**config.mk**
```make
export PLATFORM = sky130hd
export DESIGN_NAME = cpu_run_ctrl
export DESIGN_NICKNAME = d
export VERILOG_FILES = /design/src/rtl/cpu_run_ctrl_pkg.sv /design/src/rtl/cpu_run_ctrl_pc_halt_det.sv /design/src/rtl/cpu_run_ctrl.sv
export SDC_FILE = /design/constraint.sdc
export NUM_CORES = 1
export LEC_CHECK = 0
export BUFFER_PORTS_ARGS = -buffer_cell sky130_fd_sc_hd__buf_2
export CAP_MARGIN = 20
export CELL_PAD_IN_SITES_DETAIL_PLACEMENT = 1
export CELL_PAD_IN_SITES_GLOBAL_PLACEMENT = 1
export CORE_ASPECT_RATIO = 1.25
export CORE_MARGIN = 2
export CORE_UTILIZATION = 40
export DETAILED_ROUTE_END_ITERATION = 8
export HOLD_SLACK_MARGIN = 0.1
export PLACE_DENSITY_LB_ADDON = 0.15
export SYNTH_ARGS = -nofsm -noshare
export SYNTH_HDL_FRONTEND = slang
export SYNTH_HIERARCHICAL = 1
export SYNTH_SLANG_ARGS = --single-unit
```
**constraint.sdc**
```tcl
create_clock -name clk -period 3.16 [get_ports clk]
set_input_delay 0.316 -clock clk [delete_from_list [all_inputs] [get_ports clk]]
set_output_delay 0.316 -clock clk [all_outputs]
set_load 0.01 [all_outputs]
```
**src/rtl/cpu_run_ctrl_pkg.sv**
```systemverilog
// Shared types for the run controller: FSM state encoding and a
// small saturating-increment helper used by the counters.
package cpu_run_ctrl_pkg;

    typedef enum logic [1:0] {
        S_IDLE = 2'd0,
        S_HOLD = 2'd1,
        S_RUN  = 2'd2,
        S_DONE = 2'd3
    } run_state_e;

    // Saturating +1 for a 32-bit value; callers narrow the result.
    function automatic logic [31:0] sat_inc32(input logic [31:0] val, input logic [31:0] max_val);
        return (val >= max_val) ? max_val : val + 32'd1;
    endfunction

endpackage

```
**src/rtl/cpu_run_ctrl_pc_halt_det.sv**
```systemverilog
// Per-core halt detector: watches one PC, counts consecutive repeated
// samples and raises a sticky halted flag once the PC has been seen
// STALL_LIMIT times in a row. The very first enabled sample has no
// predecessor, so it can never count as a repeat.
module pc_halt_det #(
    parameter int PC_W        = 32,
    parameter int STALL_LIMIT = 4
) (
    input  logic            clk,
    input  logic            reset,        // async, active-low
    input  logic            clr_i,        // wipe history (start of a new run)
    input  logic            en_i,         // monitor this cycle
    input  logic [PC_W-1:0] pc_i,
    output logic            halted_o,     // registered sticky flag
    output logic            halted_nxt_o, // flag value after this edge
    output logic            set_o         // flag sets on this edge
);
    import cpu_run_ctrl_pkg::*;

    localparam int SW = $clog2(STALL_LIMIT);
    localparam logic [SW-1:0] STALL_MAX = SW'(STALL_LIMIT - 1);

    logic [PC_W-1:0] prev_pc_q, prev_pc_d;
    logic            valid_q, valid_d;
    logic [SW-1:0]   stall_q, stall_d;
    logic            halted_q, halted_d;
    logic            set_c;

    // Next-state: history update, saturating stall count, sticky flag.
    always_comb begin
        prev_pc_d = prev_pc_q;
        valid_d   = valid_q;
        stall_d   = stall_q;
        halted_d  = halted_q;
        set_c     = 1'b0;
        if (clr_i) begin
            prev_pc_d = '0;
            valid_d   = 1'b0;
            stall_d   = '0;
            halted_d  = 1'b0;
        end else if (en_i) begin
            valid_d   = 1'b1;
            prev_pc_d = pc_i;
            if (valid_q && (pc_i == prev_pc_q)) begin
                stall_d = SW'(sat_inc32(32'(stall_q), 32'(STALL_MAX)));
            end else begin
                stall_d = '0;
            end
            if ((stall_d == STALL_MAX) && !halted_q) begin
                halted_d = 1'b1;
                set_c    = 1'b1;
            end
        end
    end

    // State registers.
    always_ff @(posedge clk or negedge reset) begin
        if (!reset) begin
            prev_pc_q <= '0;
            valid_q   <= 1'b0;
            stall_q   <= '0;
            halted_q  <= 1'b0;
        end else begin
            prev_pc_q <= prev_pc_d;
            valid_q   <= valid_d;
            stall_q   <= stall_d;
            halted_q  <= halted_d;
        end
    end

    assign halted_o     = halted_q;
    assign halted_nxt_o = halted_d;
    assign set_o        = set_c;

endmodule

```
**src/rtl/cpu_run_ctrl.sv**
```systemverilog
// Run controller for MIPS benches / bring-up: holds the cores in reset
// for RST_CYCLES after start, runs them, counts RUN cycles, detects per-core
// halt (PC self-loop) and stops on all-halted or timeout.
// Optional feature macro: CPU_RUN_CTRL_HALT_STAMP_EN adds halt_cycle, the
// cycle_cnt value captured when each core's halted flag set.
module cpu_run_ctrl
    import cpu_run_ctrl_pkg::*;
#(
    parameter int N_CORE      = 1,
    parameter int PC_W        = 32,
    parameter int CNT_W       = 32,
    parameter int RST_CYCLES  = 10,
    parameter int STALL_LIMIT = 4,
    parameter int TIMEOUT     = 100000
) (
    input  logic                     clk,
    input  logic                     reset,      // async, active-low
    input  logic                     start,
    input  logic [N_CORE*PC_W-1:0]   core_pc,
    output logic [N_CORE-1:0]        core_rst,
    output logic                     running,
    output logic                     done,
    output logic                     timed_out,
    output logic [N_CORE-1:0]        halted,
    output logic [CNT_W-1:0]         cycle_cnt
`ifdef CPU_RUN_CTRL_HALT_STAMP_EN
    ,
    output logic [N_CORE*CNT_W-1:0]  halt_cycle
`endif
);

    localparam int HW = (RST_CYCLES > 1) ? $clog2(RST_CYCLES) : 1;
    localparam logic [HW-1:0]    HOLD_LAST = HW'(RST_CYCLES - 1);
    localparam logic [CNT_W-1:0] TO_LAST   = CNT_W'(TIMEOUT - 1);
    localparam logic [CNT_W-1:0] CNT_MAX   = '1;

    run_state_e        state_q, state_d;
    logic [HW-1:0]     hold_q, hold_d;
    logic [CNT_W-1:0]  cycle_q, cycle_d;
    logic              timed_q, timed_d;
    logic [N_CORE-1:0] core_rst_q;
    logic              running_q, done_q;
    logic              enter_hold;
    logic              det_en;
    logic [N_CORE-1:0] det_halted, det_halted_nxt, det_set;
    logic              all_halt_nxt;

    assign det_en       = (state_q == S_RUN);
    assign all_halt_nxt = &det_halted_nxt;

    // One halt detector per monitored core.
    generate
        for (genvar gi = 0; gi < N_CORE; gi++) begin : g_det
            pc_halt_det #(
                .PC_W        (PC_W),
                .STALL_LIMIT (STALL_LIMIT)
            ) u_det (
                .clk          (clk),
                .reset        (reset),
                .clr_i        (enter_hold),
                .en_i         (det_en),
                .pc_i         (core_pc[gi*PC_W +: PC_W]),
                .halted_o     (det_halted[gi]),
                .halted_nxt_o (det_halted_nxt[gi]),
                .set_o        (det_set[gi])
            );
        end
    endgenerate

    // FSM next-state, hold counter, cycle counter and stop reason.
    always_comb begin
        state_d    = state_q;
        hold_d     = hold_q;
        cycle_d    = cycle_q;
        timed_d    = timed_q;
        enter_hold = 1'b0;
        case (state_q)
            S_IDLE, S_DONE: begin
                if (start) begin
                    state_d    = S_HOLD;
                    hold_d     = '0;
                    cycle_d    = '0;
                    timed_d    = 1'b0;
                    enter_hold = 1'b1;
                end
            end
            S_HOLD: begin
                if (hold_q == HOLD_LAST) begin
                    state_d = S_RUN;
                    hold_d  = '0;
                end else begin
                    hold_d = hold_q + HW'(1);
                end
            end
            S_RUN: begin
                // A halt completing this cycle outranks a simultaneous timeout.
                if (all_halt_nxt) begin
                    state_d = S_DONE;
                    timed_d = 1'b0;
                end else if (cycle_q == TO_LAST) begin
                    state_d = S_DONE;
                    timed_d = 1'b1;
                end else if (cycle_q != CNT_MAX) begin
                    cycle_d = cycle_q + CNT_W'(1);
                end
            end
            default: state_d = S_IDLE;
        endcase
    end

    // State and registered outputs; outputs derive from the next state so
    // they change on the same edge as the state itself.
    always_ff @(posedge clk or negedge reset) begin
        if (!reset) begin
            state_q    <= S_IDLE;
            hold_q     <= '0;
            cycle_q    <= '0;
            timed_q    <= 1'b0;
            core_rst_q <= '1;
            running_q  <= 1'b0;
            done_q     <= 1'b0;
        end else begin
            state_q    <= state_d;
            hold_q     <= hold_d;
            cycle_q    <= cycle_d;
            timed_q    <= timed_d;
            core_rst_q <= {N_CORE{state_d != S_RUN}};
            running_q  <= (state_d == S_RUN);
            done_q     <= (state_d == S_DONE);
        end
    end

    assign core_rst  = core_rst_q;
    assign running   = running_q;
    assign done      = done_q;
    assign timed_out = timed_q;
    assign halted    = det_halted;
    assign cycle_cnt = cycle_q;

`ifdef CPU_RUN_CTRL_HALT_STAMP_EN
    logic [N_CORE*CNT_W-1:0] stamp_q;

    generate
        for (genvar gi = 0; gi < N_CORE; gi++) begin : g_stamp
            // Capture the cycle count once, on the edge the core's flag sets.
            always_ff @(posedge clk or negedge reset) begin
                if (!reset) begin
                    stamp_q[gi*CNT_W +: CNT_W] <= '0;
                end else if (enter_hold) begin
                    stamp_q[gi*CNT_W +: CNT_W] <= '0;
                end else if (det_set[gi]) begin
                    stamp_q[gi*CNT_W +: CNT_W] <= cycle_q;
                end
            end
        end
    endgenerate

    assign halt_cycle = stamp_q;
`else
    // Without stamping the set pulses have no consumer.
    logic unused_set;
    assign unused_set = ^det_set;
`endif

endmodule

```
==> metrics.csv, run 1 <==
metric;value;unit
Core Region;11100;µm²
number of buffers added by the clock tree synthesis step;9;
post-synthesis cell area;4530;µm²
leading cell types in the layout, fill and taps excluded;77 x sky130_fd_sc_hd__dfrtp_1, 70 x sky130_fd_sc_hd__buf_2, 56 x sky130_fd_sc_hd__nor2_1, 37 x sky130_fd_sc_hd__mux2i_1, 36 x sky130_fd_sc_hd__xnor2_1;
aggregate global-route resource usage;0.225;
CTS Root Buffer Type;sky130_fd_sc_hd__clkbuf_16;
Die Y;123;µm
run status;finished clean;
DRC violation count after routing;0;
cell area after placement;5020;µm²
crit path DAT;3.13;ns
Inserted Diodes;0;
vias in the first global route;4270;
placer congestion estimate;0.893;
mean instance size in the synthesized netlist;9.55;µm²
Total Routed Length;13100;µm
setup TNS after final layout;0;ns
transition at the pin with the smallest max-transition slack;0.674;ns
Clock Tree Buf Depth;2;
width of the die;99.2;µm
slew margin rel.;0.551;
first-pass iteration count of the detailed router;4;
number of sinks handled by clock tree synthesis;78;
Skew-Pair Late Insertion Delay;0.34;ns
GR Overflow Total;0;
clock-pin slew on the worst setup and hold paths;0.06;ns
number of fillers in the final layout;1270;
worst-path fanout max;12;
pwr dens;560;nW/µm²
setup violators final;0;
top-level I/O count;72;
share of the cycle needed by the critical path after routing;0.918;
clock tree from TritonCTS;done;
leading cell type in the layout, fill and taps excluded;sky130_fd_sc_hd__dfrtp_1;
share of post-route cells with drive strength above 1;0.230;
number of instances in the synthesized netlist;474;
Max Slew Vio Count;0;
synth-to-layout area growth;19.9;%
net count of the finished layout;591;
placement row count;43;
final core occ;0.490;
RSZ-0062 raised after global routing;no;
HPWL Detailed;9260;µm
residual antenna-violating net count after detailed routing;0;
global-route wire length before repair;21600;µm
vias per std cell;5.81;
leakage dissipation;2.32;nW
largest net degree at the start of global routing;79;
dpl ws;-0.0967;ns
Min-Delay Path Class;input pin to register;
initial cell density of the core;0.409;
final worst-path setup slack;0.259;ns
Yosys warning count;6;
setup clock skew after layout;0.00608;ns
required time of the worst setup path;3.39;ns
kind of critical path;register to register;
Mapped Nets;514;
initial detailed-routing violation count;163;
WL per Instance;19.0;µm
buffers added on ports;71;
number of antenna violations at the first check in global routing;0;
via total after detailed routing;4016;
CTS HTree Levels;3;
area of the die;12200;µm²
Finished Cell Area;5430;µm²
IR drop worst, VDD;0.243;mV
Worst Setup End Kind;register;
number of maximum-capacitance constraint violations;0;
post-route minimum period;2.90;ns
startpoint kind of the worst setup timing path;register;
Final Hold Vio Count;0;
Highest Clock Rate;345;MHz
[per-layer routing]
metal,wire length [µm],track usage
met1,5620,0.271
met2,6700,0.401
met3,540,0.0396
met4,282,0.0873
met5,0,0
[cell type report]
cell class / count / area [µm²] / area share
inverter: 13 / 48.8 / 0.00899
clock inverter: 5 / 82.6 / 0.0152
clock buffer: 11 / 233 / 0.0429
timing repair buffer: 89 / 508 / 0.0936
tap: 135 / 169 / 0.0311
multi-input combinational: 360 / 2430 / 0.448
sequential: 78 / 1950 / 0.360
[metrics by stage]
step | instances | hold slack, ns | total power [mW]
6_report | 691 | 0.239 | 3.04
5_1_grt | 691 | 0.263 | 3.21
4_1_cts | 686 | 0.196 | 3.05
3_5_place_dp | 670 | 0.526 | 1.90
3_3_place_gp | 670 | 0.484 | 1.87
2_1_floorplan | 474 | 0.0204 | 1.66
[worst max-delay path: stages, from the launching register on]
cell and delay [ns]:
sky130_fd_sc_hd__dfrtp_1 0.39, sky130_fd_sc_hd__inv_1 0.08, sky130_fd_sc_hd__ha_2 0.32, sky130_fd_sc_hd__nand2_1 0.12, sky130_fd_sc_hd__inv_2 0.13, sky130_fd_sc_hd__nor3_2 0.06, sky130_fd_sc_hd__nand4b_1 0.15, sky130_fd_sc_hd__o22ai_1 0.12
sky130_fd_sc_hd__nand2b_1 0.18, sky130_fd_sc_hd__or2_2 0.33, sky130_fd_sc_hd__o31ai_4 0.57, sky130_fd_sc_hd__o211ai_1 0.19, sky130_fd_sc_hd__o21a_1 0.15
[path summary, 6_finish.rpt]
check                                                   startpoint                                       end  slack [ns]  cells after the start
worst max-delay path                          state_q[0]$_DFF_PN0_                 cycle_cnt[12]$_DFFE_PN0P_        0.26                     12
min in group asynchronous                                    reset  g_det[0].u_det/prev_pc_q[17]$_DFFE_PN0P_        0.48                      2
worst min register to register  g_det[0].u_det/valid_q$_DFFE_PN0P_        g_det[0].u_det/valid_q$_DFFE_PN0P_        0.53                      2
worst max register to register                state_q[0]$_DFF_PN0_                 cycle_cnt[12]$_DFFE_PN0P_        0.26                     12
worst min-delay path                                   core_pc[29]  g_det[0].u_det/prev_pc_q[29]$_DFFE_PN0P_        0.24                      3
max in group asynchronous                                    reset                  cycle_cnt[0]$_DFFE_PN0P_        2.07                      3
[sequential cells by signal, indices dropped and copies added, names as in the netlist]
| register | count |
|---|---|
| running | 1 |
| g_det.u_det/prev_pc_q | 32 |
| core_rst | 1 |
| cycle_cnt | 32 |
| timed_out | 1 |
| g_det.u_det/halted_o | 1 |
| hold_q | 4 |
| done | 1 |
| g_det.u_det/stall_q | 2 |
| g_det.u_det/valid_q | 1 |
| state_q | 2 |
[where the power goes]
group	switching, mW	internal (mW)
clock network	0.428	0.695
logic	0.456	0.294
registers	0.0765	1.09
total	0.961	2.08
[timing repair]
| action | 4_1_cts | 5_1_grt |
|---|---|---|
| hold buffers | 0 | 1 |
| buffers inserted | 0 | 3 |
| pin swaps | 0 | 2 |
| resized for setup | 3 | 5 |
| endpoints found under the setup margin | 15 | 23 |
| hold endpoints to repair | 0 | 35 |
No activity file was read; power rests on OpenSTA's default activity.
==> run 2, diff against run 1 <==
- BUFFER_PORTS_ARGS: -buffer_cell sky130_fd_sc_hd__buf_2 -> -buffer_cell sky130_fd_sc_hd__buf_4
==> run 2 against run 1 <==
Clock skew increased by 0.0022 ns. First-iteration DRC count shrank 2.5%. Clock power about the same. Flip-flop and latch count did not move. Critical path depth increased by 1. Total power up 0.65%. Sequential power about the same. Clock-buffer cell count is 2 lower. Combinational power rose by 2%. Sequential share of layout area fell by 1.1 points. Highest routed layer unchanged. Setup slack improved by 0.030 ns.
==> metrics.csv, run 2 (synthesized netlist as in run 1, its figures left out) <==
metric;value;unit;change
transition at the pin with the smallest max-transition slack;0.823;ns;was 0.674 ns
clock-pin slew on the worst setup and hold paths;0.06;ns;about the same
crit path DAT;3.14;ns;was 3.13 ns
buffers added on ports;71;;unchanged
met1 Resource Use GR;0.279;;was 0.271
Clock Tree Buf Depth;2;;unchanged
number of maximum-capacitance constraint violations;0;;unchanged
pwr dens;546;nW/µm²;was 560 nW/µm²
ordered cell list for the critical path;inv_1, ha_2, nand2_1, inv_1, nor3_1, nand4b_1, o22ai_1, nand2b_1, buf_4, nor2_4, nand3_2, or4_1, nand3_1;;was inv_1, ha_2, nand2_1, inv_2, nor3_2, nand4b_1, o22ai_1, nand2b_1, or2_2, o31ai_4, o211ai_1, o21a_1
CP bufs+invs;3;;was 2
placement row count;43;;unchanged
via total after detailed routing;4012;;was 4016
met2 usage;0.376;;was 0.401
Min-Delay Path Class;input pin to register;;unchanged
setup violators final;0;;unchanged
kind of critical path;register to register;;unchanged
Skew-Pair Late Insertion Delay;0.34;ns;about the same
startpoint kind of the worst setup timing path;register;;unchanged
placer congestion estimate;0.863;;was 0.893
Max Slew Vio Count;0;;unchanged
slew margin rel.;0.451;;was 0.551
global route hottest layer;met2;;unchanged
vias in the first global route;4087;;was 4270
Worst Setup End Kind;register;;unchanged
initial cell density of the core;0.409;;unchanged
CP peak stage delay;0.53;ns;was 0.57 ns
DRC violation count after routing;0;;unchanged
number of sinks handled by clock tree synthesis;78;;unchanged
critical path's most frequent cell;sky130_fd_sc_hd__inv_1;;
vias per std cell;5.81;;about the same
setup clock skew after layout;0.00826;ns;was 0.00608 ns
CTS Root Buffer Type;sky130_fd_sc_hd__clkbuf_16;;unchanged
leading cell types in the layout, fill and taps excluded;85 x sky130_fd_sc_hd__buf_4, 77 x sky130_fd_sc_hd__dfrtp_1, 56 x sky130_fd_sc_hd__nor2_1, 37 x sky130_fd_sc_hd__mux2i_1, 36 x sky130_fd_sc_hd__xnor2_1;;was 77 x sky130_fd_sc_hd__dfrtp_1, 70 x sky130_fd_sc_hd__buf_2, 56 x sky130_fd_sc_hd__nor2_1, 37 x sky130_fd_sc_hd__mux2i_1, 36 x sky130_fd_sc_hd__xnor2_1
number of fillers in the final layout;1255;;was 1270
share of the cycle needed by the critical path after routing;0.909;;was 0.918
Total Routed Length;12900;µm;was 13100 µm
Die Y;123;µm;unchanged
required time of the worst setup path;3.42;ns;was 3.39 ns
Final Hold Vio Count;0;;unchanged
kind of cell adding the most delay to the critical path;simple AND/OR/NAND/NOR gates;;was compound AO/OA/AOI/OAI gates
WL per Instance;18.7;µm;was 19.0 µm
GR Overflow Total;0;;unchanged
aggregate global-route resource usage;0.217;;was 0.225
Inserted Diodes;0;;unchanged
share of post-route cells with drive strength above 1;0.227;;was 0.230
HPWL Detailed;9080;µm;was 9260 µm
register area;1950;µm²;unchanged
run status;finished clean;;unchanged
setup TNS after final layout;0;ns;unchanged
clock tree from TritonCTS;done;;unchanged
number of buffers added by the clock tree synthesis step;9;;unchanged
residual antenna-violating net count after detailed routing;0;;unchanged
largest net degree at the start of global routing;79;;unchanged
Highest Clock Rate;348;MHz;was 345 MHz
width of the die;99.2;µm;unchanged
leading cell type in the layout, fill and taps excluded;sky130_fd_sc_hd__buf_4;;was sky130_fd_sc_hd__dfrtp_1
Multi-input gate area;2420;µm²;was 2430 µm²
RSZ-0062 raised after global routing;no;;unchanged
standard cell with the maximum stage delay on the critical path;sky130_fd_sc_hd__or4_1;;was sky130_fd_sc_hd__o31ai_4
met3 layer usage reported by global route;0.0373;;was 0.0396
leakage dissipation;2.36;nW;was 2.32 nW
worst-path fanout max;11;;was 12
number of antenna violations at the first check in global routing;0;;unchanged
synth-to-layout area growth;23.8;%;was 19.9%
Finished Cell Area;5610;µm²;was 5430 µm²
CTS HTree Levels;3;;unchanged
global-route wire length before repair;20900;µm;was 21600 µm
IR drop worst, VDD;0.291;mV;was 0.243 mV
first-pass iteration count of the detailed router;4;;unchanged
initial detailed-routing violation count;159;;was 163
net count of the finished layout;590;;was 591
count of buffers added by post-CTS timing repair for setup;0;;unchanged
top-level I/O count;72;;unchanged
Core Region;11100;µm²;unchanged
cell area after placement;5220;µm²;was 5020 µm²
post-route minimum period;2.87;ns;was 2.90 ns
area of the die;12200;µm²;unchanged
==> run 2: worst paths after layout <==
path	start	depth (start not counted)	to	slack (ns)
worst min register to register	g_det[0].u_det/valid_q$_DFFE_PN0P_	2	g_det[0].u_det/valid_q$_DFFE_PN0P_	0.50
max in group asynchronous	reset	3	core_rst$_DFF_PN1_	2.09
worst max-delay path	state_q[0]$_DFF_PN0_	13	cycle_cnt[10]$_DFFE_PN0P_	0.29
min in group asynchronous	reset	2	g_det[0].u_det/prev_pc_q[31]$_DFFE_PN0P_	0.43
worst max register to register	state_q[0]$_DFF_PN0_	13	cycle_cnt[10]$_DFFE_PN0P_	0.29
worst min-delay path	core_pc[18]	3	g_det[0].u_det/prev_pc_q[18]$_DFFE_PN0P_	0.24
==> run 2: area by class of cell <==
type,count,share of cell area
inverters,13,0.00871
clock buffers,9,0.0402
well taps,135,0.0301
flip-flops and latches,78,0.348
multi-input cells,360,0.431
repair buffers,88,0.124
clock inverters,7,0.0172
==> run 2: where the power goes <==
| group | internal (mW) | switching [mW] |
|---|---|---|
| logic | 0.304 | 0.460 |
| registers | 1.09 | 0.0771 |
| clock network | 0.696 | 0.433 |
| total | 2.09 | 0.970 |
==> run 2: through the flow <==
| stage | worst slack, ns | cells | power [mW] | util | hold slack, ns |
|---|---|---|---|---|---|
| finish | 0.289 | 690 | 3.06 | 0.506 | 0.244 |
| global route | 0.0654 | 690 | 3.22 | 0.506 | 0.244 |
| CTS | 0.0163 | 688 | 3.08 | 0.501 | 0.199 |
| detailed placement | 0.00671 | 672 | 1.93 | 0.471 | 0.496 |
| global placement | 0.0683 | 672 | 1.90 | 0.471 | 0.501 |
| floorplan | 0.191 | 474 | 1.66 | - | 0.0204 |
==> run 2: what timing repair did <==
action | 4_1_cts | 5_1_grt
gates resized for setup | 2 | 3
hold endpoints to repair | 0 | 23
setup endpoints to repair | 2 | 18
hold buffers | 0 | 1
==> run 2: routing by layer <==
metal,vias up,part of all wire
met1,2031,0.44
met2,88,0.49
met5,-,0
met3,18,0.046
li1,1875,-
met4,0,0.015
==> run 2: worst register-to-register path: cells and delay by family (launching register included) <==
kind,cells,cell delay (ns)
DFF,1,0.40
buffers and inverters,3,0.34
and+or+nand+nor,8,1.62
AOI/OAI and AO/OA,1,0.12
adders and majority gates,1,0.32
